`src/rtl/dbus_ctrl.sv`:
```
// ============================================================================
// dbus_ctrl : single-request data-bus controller with a req/ack handshake
// Optional DBUS_TIMEOUT_EN aborts a WAIT that runs too long.   Revision 1.0
// ============================================================================
`default_nettype none

module dbus_ctrl #(
  parameter int DATA_W         = 32,
  parameter int TIMEOUT_CYCLES = 16
) (
  input  logic              clk,
  input  logic              rst,
  input  logic              req_valid_i,
  input  logic [DATA_W-1:0] addr_i,
  input  logic [DATA_W-1:0] wdata_i,
  input  logic              l_or_s_i,
  output logic              stall_o,
  output logic              done_o,
  output logic              err_o,
  output logic [DATA_W-1:0] rdata_o,
  output logic              bus_req_o,
  output logic [DATA_W-1:0] bus_addr_o,
  output logic [DATA_W-1:0] bus_wdata_o,
  output logic              bus_we_o,
  input  logic              bus_ack_i,
  input  logic [DATA_W-1:0] bus_rdata_i,
  input  logic              bus_err_i
);

  typedef enum logic [1:0] {
    IDLE = 2'd0,
    WAIT = 2'd1,
    DONE = 2'd2
  } state_t;

  state_t              state_q, state_d;
  logic                bus_req_q, bus_req_d;
  logic [DATA_W-1:0]   bus_addr_q, bus_addr_d;
  logic [DATA_W-1:0]   bus_wdata_q, bus_wdata_d;
  logic                bus_we_q, bus_we_d;
  logic                done_q, done_d;
  logic                err_q, err_d;
  logic [DATA_W-1:0]   rdata_q, rdata_d;

  logic                w_misaligned;
  logic                w_timeout;

  assign w_misaligned = (addr_i[1:0] != 2'b00);

`ifdef DBUS_TIMEOUT_EN
  localparam int CNT_W = $clog2(TIMEOUT_CYCLES + 1);

  logic [CNT_W-1:0] cnt_q, cnt_d;

  // The counter value is the number of ack-less WAIT cycles already seen;
  // the cycle that would make it reach the limit is the one that aborts.
  assign w_timeout = (state_q == WAIT) && !bus_ack_i &&
                     (cnt_q == CNT_W'(TIMEOUT_CYCLES - 1));

  always_comb begin
    cnt_d = cnt_q;
    if (state_q != WAIT) begin
      cnt_d = '0;
    end else if (!bus_ack_i) begin
      cnt_d = cnt_q + 1'b1;
    end
  end

  always_ff @(posedge clk) begin
    if (rst) begin
      cnt_q <= '0;
    end else begin
      cnt_q <= cnt_d;
    end
  end
`else
  assign w_timeout = 1'b0;
`endif

  always_comb begin
    state_d     = state_q;
    bus_req_d   = bus_req_q;
    bus_addr_d  = bus_addr_q;
    bus_wdata_d = bus_wdata_q;
    bus_we_d    = bus_we_q;
    rdata_d     = rdata_q;
    done_d      = 1'b0;
    err_d       = 1'b0;

    case (state_q)
      IDLE: begin
        if (req_valid_i) begin
          if (w_misaligned) begin
            state_d = DONE;
            done_d  = 1'b1;
            err_d   = 1'b1;
          end else begin
            state_d     = WAIT;
            bus_req_d   = 1'b1;
            bus_addr_d  = addr_i;
            bus_wdata_d = wdata_i;
            bus_we_d    = ~l_or_s_i;
          end
        end
      end

      WAIT: begin
        // An ack in the same cycle as timeout expiry takes precedence.
        if (bus_ack_i) begin
          state_d   = DONE;
          bus_req_d = 1'b0;
          done_d    = 1'b1;
          if (bus_err_i) begin
            err_d = 1'b1;
          end else if (!bus_we_q) begin
            rdata_d = bus_rdata_i;
          end
        end else if (w_timeout) begin
          state_d   = DONE;
          bus_req_d = 1'b0;
          done_d    = 1'b1;
          err_d     = 1'b1;
        end
      end

      DONE: begin
        state_d = IDLE;
      end

      default: begin
        state_d   = IDLE;
        bus_req_d = 1'b0;
      end
    endcase
  end

  always_ff @(posedge clk) begin
    if (rst) begin
      state_q     <= IDLE;
      bus_req_q   <= 1'b0;
      bus_addr_q  <= '0;
      bus_wdata_q <= '0;
      bus_we_q    <= 1'b0;
      done_q      <= 1'b0;
      err_q       <= 1'b0;
      rdata_q     <= '0;
    end else begin
      state_q     <= state_d;
      bus_req_q   <= bus_req_d;
      bus_addr_q  <= bus_addr_d;
      bus_wdata_q <= bus_wdata_d;
      bus_we_q    <= bus_we_d;
      done_q      <= done_d;
      err_q       <= err_d;
      rdata_q     <= rdata_d;
    end
  end

  // Combinational so the accept cycle itself already holds the pipeline.
  assign stall_o     = (state_q == WAIT) || ((state_q == IDLE) && req_valid_i);
  assign done_o      = done_q;
  assign err_o       = err_q;
  assign rdata_o     = rdata_q;
  assign bus_req_o   = bus_req_q;
  assign bus_addr_o  = bus_addr_q;
  assign bus_wdata_o = bus_wdata_q;
  assign bus_we_o    = bus_we_q;

endmodule

`default_nettype wire

```
`config.mk`:
```
export PLATFORM = sky130hd
export DESIGN_NAME = dbus_ctrl
export DESIGN_NICKNAME = d
export VERILOG_FILES = /design/src/rtl/dbus_ctrl.sv
export SDC_FILE = /design/constraint.sdc
export NUM_CORES = 1
export LEC_CHECK = 0
export BUFFER_PORTS_ARGS = -buffer_cell sky130_fd_sc_hd__buf_2
export CAP_MARGIN = 40
export CORE_MARGIN = 1.5
export CORE_UTILIZATION = 35
export CTS_BUF_LIST = sky130_fd_sc_hd__clkbuf_4 sky130_fd_sc_hd__clkbuf_8
export DETAILED_ROUTE_END_ITERATION = 10
export SYNTH_ARGS = -nofsm -noshare
export SYNTH_HDL_FRONTEND = slang
export SYNTH_SLANG_ARGS = --single-unit
```
`constraint.sdc`:
```
create_clock -name clk -period 2.5 [get_ports clk]
set_input_delay 0.125 -clock clk [delete_from_list [all_inputs] [get_ports clk]]
set_output_delay 0.125 -clock clk [all_outputs]
set_load 0.02 [all_outputs]
```
# After elaboration in Yosys (flattened, before gate mapping)
# Index checks and enable logic that the tools add are counted.
# word_totals
ff_bits	102
output_inout_bits	101
wordCells	41
# classes
eq_ne	5
n_mux	15
n_bitwise	5
n_reduce_logical	8
# ops
operator	count
$mux 1	8
$reduce_and 4->1	2
$mux 2	3
$ne 2x2->1 const B	3
$not 1->1	5
$pmux 1 s2	2
$pmux 2 s2	1
$pmux 1 s3	1
$reduce_and 3->1	1
$eq 2x1->1 const B	1
$eq 2x2->1 const B	1
$logic_not 2->1	1
$reduce_and 2->1	1
$reduce_bool 2->1	1
$logic_and 1x1->1	1
$logic_or 1x1->1	1

# Logic depth before layout (Yosys ltp)
# depth
word_depth	4
ltp_mapped	6

# Least setup slack after synthesis
# OpenSTA, ideal clock, no wires.
# synth_timing
path_kind	register to register
startpoint	register bus_we_q, in the netlist bus_we_o
endpoint	register rdata_q[10], in the netlist rdata_o[10]
arrival_ns	1.239
path_slack_ns	1.189
stages_incl_launch_ff	4
synth_period_minus_slack_ns	1.311
path_cell_list	dfxtp_1 nor4_4 buf_6 mux2i_1
# synth_via
elab_chain_len	2
# synth_rtl
item	line_no	source
start, declared	40	logic bus_we_q, bus_we_d;
start signal, assigned	152	bus_we_q <= bus_we_d;
$not 1->1 (no source line)	n/a	
$reduce_and 4->1 (no source line)	n/a	
end signal, assigned	155	rdata_q <= rdata_d;
end, declared	43	logic [DATA_W-1:0] rdata_q, rdata_d;
# Every way passes these cells.
# A chain may end at the register's enable or synchronous reset.

# Worst setup path in the final report
# layout_timing
startpoint	register state_q[1]
endpoint	register err_q, in the netlist err_o
# layout_via
elab_chain_len	2
# layout_rtl
item	line_no	source
start, declared	36	state_t state_q, state_d;
start signal, assigned	148	state_q <= state_d;
$eq 2x1->1 or $logic_not 2->1 (tied branches)	90	case (state_q)
$pmux 1 s2 *	90	
end signal, assigned	154	err_q <= err_d;
end, declared	42	logic err_q, err_d;
# Mark *: on every way between the ends. The rest lies on a longest branch, timed or not.

==> run metrics <==
type of element launching the critical path=register; core footprint=12100 sq um; number of global-route vias before repair=3858; Rel. slew slack=0.529; initial drt markers=257; Seq cells post-synth=102; Syn Nets=555; DRC=0; Lkg Pwr=2.71 nW; via count=4175; final hold slack=0.0207 ns; min-delay src=addr_i[26]; RSZ-0062 raised after global routing=false; Hold Path Depth=3; Post-synth top flop=dfxtp_1; clock sinks=102; Layout Skew=0.00910 ns; share of cells above drive strength 1=0.323; initial antenna violation count=0; Boundary Pins=203; largest cells by area after synthesis=dfxtp_1 (47%), nand2b_1 (18%), nand4b_1 (12%), mux2i_1 (7.3%), o21ai_0 (7.1%); most common cell in the netlist=nand2b_1; Hold EP=bus_addr_o[26]$_SDFFE_PP0P_; Post-synth EDFFs=0; crit-path max FO=66; largest net degree at the start of global routing=101; final-stage net count=806; PwrDens=509 nW/um^2; FILL cells=1119; Site Rows=40; CP delay by family, top=buffers and inverters; r2r startpoint=state_q[1]$_SDFFE_PP0P_; Num CTS Buffers=9; Final ANT Viol Nets=0; critical path's slowest cell=buf_4; ys async rst share=0; Worst Max-Slew Pin Slew=0.706 ns; slowest stage delay, CP=0.57 ns; router iterations before antenna repair=4; Die ar.=13200 sq um; clock latency on the worst-skew pair=0.38 ns; required time at the worst-slack endpoint=2.78 ns; first-pass GRT wire length=18600 um; Die Y=115 um; period utilization=0.731; min Tclk post-route=1.83 ns; dpl hpwl=7370 um; critical path depth=4; reg2reg end=err_o$_SDFF_PP0_; WS Path Type=register to register; Die X=115 um; critical-path cell list=nor3b_4, buf_4, o21ai_1, a211oi_1; CTS tree=done; P&R area growth vs syn=47.3%; Initial Util=0.362; Synth top cells by count=nand2b_1 (126), dfxtp_1 (102), nand4b_1 (62), o21ai_0 (62), mux2i_1 (32); RePlAce Congestion=0.692; Hold Crit Class=input port to register; WL final=12200 um; Unique masters post-synth=23; GRT overflow=0; Synth warnings=0; area share of the largest cell type after synthesis=0.465; ANT cells=0; Mapped Area=4390 sq um; PortBufs=202; syn_area_per_cell=9.68 sq um; drt via density=4.76; clk root buf=clkbuf_8; Final TNS setup=0 ns; Mapped Cells=453; number of buffers and inverters on the critical path=1; Hold Vio Cnt, Final=0; Worst Setup End Kind=register; Peak supply drop=0.000288 V; pre-CTS setup slack=0.659 ns; status=finished clean; Worst-path clk slew=0.10 ns; wire length per cell=13.9 um; fmax=548 MHz; max-slew violation total from the final report=0; post-synth top area cell=dfxtp_1; Max Cap Viol=0; final setup fails=0; crit path DAT=2.11 ns; deepest clock path buffer count=2; cell depth of the worst flop-to-flop path=4; All-Layer GR Usage=0.177; CTS H-tree depth=3; total power=3.29 mW; # resized after CTS=0; post-route setup slack=0.674 ns; reg2reg setup slack=0.67 ns; sequential fraction of the synthesis area=0.465
==> routing by layer <==
metal | track usage | share of wire
met1 | 0.218 | 0.44
met2 | 0.286 | 0.45
met3 | 0.0564 | 0.086
met4 | 0.0757 | 0.021
met5 | 0 | 0
==> layout by cell type, fill, tap and decap left out <==
master | synthesis | layout
mux2i_1 | 32 | 32
nor3_1 | 1 | 1
nand4b_1 | 62 | 62
and2_2 | 0 | 1
nand2b_1 | 126 | 126
buf_4 | 8 | 4
nand3_1 | 1 | 1
nor4_4 | 1 | 1
buf_2 | 5 | 201
inv_6 | 0 | 1
nand2_1 | 2 | 2
nor2_1 | 4 | 3
clkinv_2 | 0 | 2
clkbuf_8 | 0 | 11
nor2b_1 | 1 | 1
nor3b_1 | 2 | 2
nand2_2 | 1 | 1
o21ai_0 | 62 | 62
buf_12 | 0 | 3
a211oi_1 | 4 | 4
nor3b_4 | 0 | 1
clkinvlp_4 | 0 | 1
bufinv_16 | 0 | 1
o21ai_1 | 1 | 1
dlygate4sd3_1 | 0 | 78
dfxtp_1 | 102 | 102
a21oi_1 | 3 | 3
nor2_4 | 0 | 1
==> worst register-to-register path: stages, from the launching register on <==
cell      delay (ns)
dfxtp_1         0.42
nor3b_4         0.24
buf_4           0.57
o21ai_1         0.23
a211oi_1        0.27
==> power breakdown <==
part	switching [mW]	total [mW]	leakage (nW)	internal (mW)
clock network	0.588	1.11	0.106	0.518
logic	0.240	0.493	1.78	0.253
registers	0.0250	1.69	0.826	1.67
total	0.853	3.29	2.71	2.44
==> how the worst max path moves through the flow <==
stage | endpoint | start | slack (ns)
2_1_floorplan | rdata_o[10]$_SDFFE_PP0P_ | bus_we_o$_SDFFE_PP0P_ | 1.19
3_3_place_gp | done_o$_SDFF_PP0_ | state_q[1]$_SDFFE_PP0P_ | 0.71
3_5_place_dp | state_q[1]$_SDFFE_PP0P_ | state_q[1]$_SDFFE_PP0P_ | 0.66
4_1_cts | state_q[1]$_SDFFE_PP0P_ | state_q[1]$_SDFFE_PP0P_ | 0.62
5_1_grt | state_q[1]$_SDFFE_PP0P_ | state_q[1]$_SDFFE_PP0P_ | 0.46
6_report | err_o$_SDFF_PP0_ | state_q[1]$_SDFFE_PP0P_ | 0.67
==> flip-flops by register name, summed over array words and instances, names as in the netlist <==
| signal | count |
|---|---|
| bus_addr_o | 32 |
| bus_wdata_o | 32 |
| bus_we_o | 1 |
| done_o | 1 |
| bus_req_o | 1 |
| rdata_o | 32 |
| state_q | 2 |
| err_o | 1 |
==> per-stage QoR <==
step           instance area (sq um)  std cells   util
6_report                        6460        877  0.534
5_1_grt                         6460        877  0.534
4_1_cts                         6460        877  0.534
3_5_place_dp                    5480        783  0.452
3_3_place_gp                    5480        783  0.452
2_1_floorplan                   4390        453      -
==> cell families (layout without fill, tap and decap cells) <==
kind of cell,count (synthesis),count (layout),synth area share
buffers and inverters,46,302,0.0530
multiplexers,32,32,0.0730
AO/OA/AOI/OAI,70,70,0.0821
AND/OR/NAND/NOR,203,203,0.326
flip-flops,102,102,0.465
==> cell type report <==
type	count	area, sq um	share of cell area
clock buffer	11	151	0.0234
timing repair buffer	286	1880	0.290
sequential	102	2040	0.316
clock inverter	5	56.3	0.00871
tap	168	210	0.0325
multi-input combinational	305	2130	0.329
==> repair_timing <==
item,CTS,global route
buffers inserted,0,0
hold buffers,78,0
hold endpoints to repair,78,0
Note: power is estimated with default switching activity, not from simulation.
